File: src/rtl/fifo_sync_if.sv
// rtl/fifo_sync_if.sv - handshake and status bundle for fifo_sync
//
// Signals:
//   push, data_in, pop                    driven by the producer/consumer (master)
//   data_out, empty, full, almost_full,
//   almost_empty, count, error            driven by the FIFO (slave)
interface fifo_sync_if #(
  parameter int DATA_WIDTH = 10,
  parameter int ADDR_WIDTH = 3
);
  logic                  push;
  logic [DATA_WIDTH-1:0] data_in;
  logic                  pop;
  logic [DATA_WIDTH-1:0] data_out;
  logic                  empty;
  logic                  full;
  logic                  almost_full;
  logic                  almost_empty;
  logic [ADDR_WIDTH:0]   count;
  logic                  error;

  modport master (
    output push, data_in, pop,
    input  data_out, empty, full, almost_full, almost_empty, count, error
  );

  modport slave (
    input  push, data_in, pop,
    output data_out, empty, full, almost_full, almost_empty, count, error
  );
endinterface

File: src/rtl/fifo_sync.sv
// rtl/fifo_sync.sv - single-clock first-word-fall-through packet FIFO
//
// Ports:
//   clk      rising-edge clock
//   reset_L  asynchronous active-low reset; clears pointers, count, memory, error
//   bus      fifo_sync_if.slave: push/data_in/pop in; data_out (head, 0 when
//            empty), empty/full/almost_full/almost_empty, count, error out
// Optional feature macro: FIFO_ERROR_FLAG_EN (sticky overflow/underflow flag).
module fifo_sync #(
  parameter int DATA_WIDTH = 10,
  parameter int ADDR_WIDTH = 3,
  parameter int AF_LEVEL   = 6,
  parameter int AE_LEVEL   = 1
) (
  input  logic        clk,
  input  logic        reset_L,
  fifo_sync_if.slave  bus
);

  localparam int                DEPTH   = 1 << ADDR_WIDTH;
  localparam logic [ADDR_WIDTH:0] DEPTH_C = (ADDR_WIDTH+1)'(DEPTH);
  localparam logic [ADDR_WIDTH:0] AF_C    = (ADDR_WIDTH+1)'(AF_LEVEL);
  localparam logic [ADDR_WIDTH:0] AE_C    = (ADDR_WIDTH+1)'(AE_LEVEL);
  localparam logic [ADDR_WIDTH:0] ONE_C   = (ADDR_WIDTH+1)'(1);

  logic [DATA_WIDTH-1:0] mem_q [DEPTH];
  logic [ADDR_WIDTH-1:0] wr_ptr_q, wr_ptr_d;
  logic [ADDR_WIDTH-1:0] rd_ptr_q, rd_ptr_d;
  logic [ADDR_WIDTH:0]   count_q,  count_d;

  logic empty_w, full_w;
  logic push_ok, pop_ok;

  // Flags decode from the registered count only, so they never follow push/pop.
  assign empty_w = (count_q == '0);
  assign full_w  = (count_q == DEPTH_C);

  // A push into a full FIFO is only safe when the head leaves in the same edge.
  // A pop on empty is rejected even if a push arrives: there is no bypass path.
  assign push_ok = bus.push && (!full_w || bus.pop);
  assign pop_ok  = bus.pop && !empty_w;

  // Pointers are exactly ADDR_WIDTH bits, so wrap-around is natural overflow.
  assign wr_ptr_d = wr_ptr_q + ADDR_WIDTH'(push_ok);
  assign rd_ptr_d = rd_ptr_q + ADDR_WIDTH'(pop_ok);

  always_comb begin
    count_d = count_q;
    case ({push_ok, pop_ok})
      2'b10:   count_d = count_q + ONE_C;
      2'b01:   count_d = count_q - ONE_C;
      default: count_d = count_q;
    endcase
  end

  always_ff @(posedge clk or negedge reset_L) begin
    if (!reset_L) begin
      wr_ptr_q <= '0;
      rd_ptr_q <= '0;
      count_q  <= '0;
      for (int i = 0; i < DEPTH; i++) begin
        mem_q[i] <= '0;
      end
    end else begin
      wr_ptr_q <= wr_ptr_d;
      rd_ptr_q <= rd_ptr_d;
      count_q  <= count_d;
      if (push_ok) begin
        mem_q[wr_ptr_q] <= bus.data_in;
      end
    end
  end

`ifdef FIFO_ERROR_FLAG_EN
  logic error_q, error_d;

  // Sticky: any rejected request latches until reset.
  assign error_d = error_q | (bus.push && !push_ok) | (bus.pop && !pop_ok);

  always_ff @(posedge clk or negedge reset_L) begin
    if (!reset_L) begin
      error_q <= 1'b0;
    end else begin
      error_q <= error_d;
    end
  end

  assign bus.error = error_q;
`else
  assign bus.error = 1'b0;
`endif

  assign bus.data_out     = empty_w ? '0 : mem_q[rd_ptr_q];
  assign bus.empty        = empty_w;
  assign bus.full         = full_w;
  assign bus.almost_full  = (count_q >= AF_C);
  assign bus.almost_empty = (count_q <= AE_C);
  assign bus.count        = count_q;

endmodule
File: src/flat_wrapper.sv
// flat-port wrapper written by rule: the top's interface ports become plain ports
module fifo_sync_flat 
#(
  parameter int DATA_WIDTH = 10,
  parameter int ADDR_WIDTH = 3,
  parameter int AF_LEVEL   = 6,
  parameter int AE_LEVEL   = 1
)
  (clk, reset_L, bus_push, bus_data_in, bus_pop, bus_data_out, bus_empty, bus_full, bus_almost_full, bus_almost_empty, bus_count, bus_error);
  fifo_sync_if #(.DATA_WIDTH(DATA_WIDTH), .ADDR_WIDTH(ADDR_WIDTH)) bus_i ();
  input  logic clk;
  input  logic reset_L;
  input wire logic [$bits(bus_i.push)-1:0] bus_push;
  input wire logic [$bits(bus_i.data_in)-1:0] bus_data_in;
  input wire logic [$bits(bus_i.pop)-1:0] bus_pop;
  output wire logic [$bits(bus_i.data_out)-1:0] bus_data_out;
  output wire logic [$bits(bus_i.empty)-1:0] bus_empty;
  output wire logic [$bits(bus_i.full)-1:0] bus_full;
  output wire logic [$bits(bus_i.almost_full)-1:0] bus_almost_full;
  output wire logic [$bits(bus_i.almost_empty)-1:0] bus_almost_empty;
  output wire logic [$bits(bus_i.count)-1:0] bus_count;
  output wire logic [$bits(bus_i.error)-1:0] bus_error;
  assign bus_i.push = bus_push;
  assign bus_i.data_in = bus_data_in;
  assign bus_i.pop = bus_pop;
  assign bus_data_out = bus_i.data_out;
  assign bus_empty = bus_i.empty;
  assign bus_full = bus_i.full;
  assign bus_almost_full = bus_i.almost_full;
  assign bus_almost_empty = bus_i.almost_empty;
  assign bus_count = bus_i.count;
  assign bus_error = bus_i.error;
  fifo_sync #(.DATA_WIDTH(DATA_WIDTH), .ADDR_WIDTH(ADDR_WIDTH), .AF_LEVEL(AF_LEVEL), .AE_LEVEL(AE_LEVEL)) u_core (.clk(clk), .reset_L(reset_L), .bus(bus_i));
endmodule
File: config.mk
export PLATFORM = sky130hd
export DESIGN_NAME = fifo_sync_flat
export DESIGN_NICKNAME = d
export VERILOG_FILES = /design/src/rtl/fifo_sync_if.sv /design/src/rtl/fifo_sync.sv /design/src/flat_wrapper.sv
export SDC_FILE = /design/constraint.sdc
export NUM_CORES = 1
export LEC_CHECK = 0
export ABC_AREA = 1
export CAP_MARGIN = 20
export CORE_ASPECT_RATIO = 1.2
export CORE_UTILIZATION = 50
export CTS_CLUSTER_SIZE = 8
export DETAILED_ROUTE_END_ITERATION = 8
export PLACE_DENSITY = 0.78
export SLEW_MARGIN = 20
export SYNTH_ARGS = -nofsm -noshare
export SYNTH_HDL_FRONTEND = slang
export SYNTH_SLANG_ARGS = --single-unit
File: constraint.sdc
create_clock -name clk -period 2.43 [get_ports clk]
set_input_delay 0.486 -clock clk [delete_from_list [all_inputs] [get_ports clk]]
set_output_delay 0.486 -clock clk [all_outputs]
set_load 0.1 [all_outputs]
After elaboration in Yosys (flattened, before gate mapping)
Cells that the tools add are included.
Operators by class
  add/subtract/negate cells: 4
  multiply operators: 0
  div/mod/pow operators: 0
  order comparisons: 5
  eq/ne operators: 3
  shift operators: 0
  mux-type cells: 8
  bitwise logic cells: 2
  reduce and logical (&&, ||, !) cells: 8
Operators with widths (count)
  $bwmux 80: 1
  $mux 10: 4
  $bmux 10 s3: 1
  $demux 10 s3: 1
  $ge 4x4->1 const B: 2
  $not 3->4: 2
  $pmux 4 s2: 1
  $add 3x1->3: 2
  $add 4x1->4 const B: 1
  $eq 4x4->1 const B: 1
  $ge 4x3->1 const B: 1
  $le 4x1->1 const B: 1
  $logic_not 4->1: 1
  $lt 4x1->1 const B: 1
  $sub 4x1->4 const B: 1
  $logic_and 1x1->1: 3
  $eq 2x1->1 const B: 1
  $eq 2x2->1 const B: 1
  $logic_not 1->1: 2
  $reduce_bool 2->1: 1
  $logic_or 1x1->1: 1
Word-level totals
  register bits: 90
  latch bits: 0
  memory bits (writable): 0
  ROM bits: 0
  input port bits: 14
  output and inout bits: 19
  word-level logic and storage cells: 41
  memories: 0

Longest topological paths before layout
  word-level depth: 6
  depth in mapped cells: 13
  depth with buffers taken out: 13

Worst setup path before layout
Ideal clock, no wire load.
  kind: reg2out
  start point: reg u_core.count_q[1], in the netlist u_core.bus.count[1]
  end point: out bus_almost_full
  arrival time: 3462 ps
  data required time: 1944 ps
  setup slack: -1518 ps
  cell stages (with the launch flop): 4
  buffers on the path: 0
  cell sequence: dfrtp_1 -> ha_1 -> nor2_1 -> o21ai_0
Between the ends
  longest elaborated chain between the ends: 1
Ends and longest elaborated chain
  start: declaration: RTL line fifo_sync.sv:29  | logic [ADDR_WIDTH:0] count_q, count_d;
  start signal: assignment: RTL line fifo_sync.sv:67  | count_q <= count_d;
  $ge 4x3->1: RTL line fifo_sync.sv:96  | assign bus.almost_full = (count_q >= AF_C);
  end: declaration: RTL line flat_wrapper.sv:19  | output wire logic [$bits(bus_i.almost_full)-1:0] bus_almost_full;
Every way passes these cells.

Worst setup path after layout
  start point: reg u_core.count_q[0], in the netlist u_core.bus.count[0]
  end point: out bus_data_out[9]
Between the ends
  longest elaborated chain between the ends: 2
Ends and longest elaborated chain
  $logic_not 4->1: RTL line fifo_sync.sv:35  | assign empty_w = (count_q == '0);
  $mux 10: RTL line fifo_sync.sv:93  | assign bus.data_out = empty_w ? '0 : mem_q[rd_ptr_q];
  end: declaration: RTL line flat_wrapper.sv:16  | output wire logic [$bits(bus_i.data_out)-1:0] bus_data_out;
Every way passes these cells.

==> impl_metrics.json <==
{
  "run_status": "complete, no violations",
  "maxUsedRoutingLayer": "met4",
  "start_util_pct": 52.4,
  "ys_seq_area_share_pct": 44.3,
  "gp_congestion": 0.839,
  "wl_per_cell_um": 16.3,
  "worst-path-max-fanout": 12,
  "antennaDiodeCount": 0,
  "worst_pin_slew_ps": 742,
  "syn_area_um2": 5090,
  "arrival_ps": 1800,
  "synth_seq_cells": 90,
  "critical_path.max_stage_delay_ps": 470,
  "portBuffers": 31,
  "via_per_inst": 5.61,
  "synth_top_area_share_pct": 44.3,
  "synth.most_common_cell": "nand2_1",
  "crit_path_start_kind": "register",
  "cts.sinks": 90,
  "endpoint_kind": "output port",
  "drc": 0,
  "grt_use_total_pct": 28.6,
  "vias": 4838,
  "m1WireLength_um": 5860,
  "dpl_worst_slack_ps": 114,
  "worstPathCellList": "inv_2, ha_2, nand2_2, nand2_1, nor2_2, buf_12",
  "cts_hold_buf": 0,
  "min_period_ps": 2290,
  "cts_inserted_buffers": 9,
  "hold_viol": 0,
  "antenna_found_initial": 0,
  "setup_slack_ps": 145,
  "htreeDepth": 3,
  "critPathTopFamily": "simple AND/OR/NAND/NOR gates",
  "clockBufferDepth": 2,
  "cp_num_buf_inv": 2,
  "post_cts_buffers": 0,
  "n_fill_cell": 800,
  "multiInputGateArea_um2": 2330,
  "synth.top_cells.by_area": "dfrtp_1 (44%), nand2_1 (20%), nand4_1 (10%)",
  "netlist_instances": 708,
  "grt_pass1_vias": 4561,
  "max_cap_viol_count": 0,
  "root_buffer": "clkbuf_16",
  "cts_tree": "done",
  "core_um2": 9710,
  "grt_overflow": 0,
  "seq_area_um2": 2260,
  "avgSynthCellArea_um2": 7.18,
  "maxSlewViolCount": 0,
  "syn_nets": 731,
  "die_x_um": 94.1,
  "yosysTopAreaCell": "dfrtp_1",
  "min_period_over_period_pct": 94.0,
  "synth.top_cells.by_count": "nand2_1 (272), inv_1 (96), dfrtp_1 (90)",
  "synthArstFlopShare_pct": 100,
  "grt_pass1_wl_um": 23000,
  "hpwl_um": 9390,
  "setup_viol": 0,
  "fin_nets": 758,
  "drt.antenna.violating_nets": 0,
  "synthToLayoutAreaGrowth_pct": 21.2,
  "die_y_um": 112,
  "wl_met3_um": 1040,
  "ios": 33,
  "rsz0062_at_grt": "false",
  "totalWireLength_um": 14100,
  "synth_warnings": 0,
  "critPathRequiredTime_ps": 1940,
  "rows": 39,
  "clkLatencyLatePin_ps": 340,
  "ys.flop_type": "dfrtp_1",
  "grt_max_degree": 89,
  "fin_worst_skew_ps": 9.65,
  "synth-edff-count": 0,
  "dieArea_um2": 10600,
  "critPathSlowestCell": "dfrtp_4",
  "slew_headroom_pct": 50.5,
  "path_clk_slew_ps": 70,
  "firstDrtPassIters": 5,
  "setup_tns_ps": 0,
  "hp-class": "input pin to async pin",
  "wl_met2_um": 6780,
  "drive_gt1_share_pct": 15.0,
  "post_cts_resized": 0,
  "clock.fmax_mhz": 438,
  "drt_iter0_drc": 368,
  "synthDistinctLibCells": 22,
  "worst-setup-path-type": "register to output port"
}
cell families after synthesis:
kind of cell / share of synthesized area, %
AO/OA/AOI/OAI: 0.394
flip-flops: 44.3
AND/OR/NAND/NOR: 40.0
XOR/XNOR: 0.861
adder cells (fa/ha/maj): 2.21
buffers and inverters: 12.2
other: 0.0737
flip-flops by register name (all words and copies together) (netlist names):
name,cells
u_core.rd_ptr_q,3
u_core.bus.count,4
u_core.wr_ptr_q,3
u_core.mem_q,80
area by class of cell:
type,count,area share [%]
well taps,123,2.50
clock inverters,3,0.386
clock buffers,13,4.22
repair buffers,71,12.5
inverters,97,5.97
multi-input cells,466,37.7
flip-flops and latches,90,36.7
cells in the final DEF (no fill, tap or decap), types with 11 or more instances in the layout:
cell             instances
dfrtp_1                 86
inv_1                   93
nand3_1                 51
nand4_1                 81
clkdlybuf4s50_1         11
nor2_1                  16
buf_4                   42
nand2_1                271
buf_12                  17
per-stage QoR:
step	utilization [%]	hold slack [ps]	area, µm²	std cells
after floorplan	-	190	5200	708
after global placement	60.6	453	5880	847
after detailed placement	60.6	458	5880	847
after CTS	63.5	155	6160	863
after global routing	63.5	179	6160	863
final	63.5	138	6160	863
metal layers:
layer	up-vias	track usage, %
li1	2283	-
met1	2312	38.0
met2	210	45.5
met3	33	5.62
met4	0	12.2
met5	-	0
final timing paths:
| kind | slack [ps] | start | to | cells after the start |
|---|---|---|---|---|
| worst max-delay path | 140 | u_core.bus.count[0] | bus_data_out[9] | 6 |
| min in group clk | 470 | u_core.mem_q[70] | u_core.mem_q[70] | 2 |
| max in group asynchronous | 1650 | reset_L | u_core.mem_q[42] | 2 |
| worst max register to register | 270 | u_core.bus.count[0] | u_core.bus.count[3] | 10 |
| worst min-delay path | 140 | reset_L | u_core.mem_q[55] | 1 |
| worst min register to register | 470 | u_core.mem_q[70] | u_core.mem_q[70] | 2 |
Power is not shown: default switching activity piles up to over one toggle a cycle in this logic, so the estimate is an artifact.
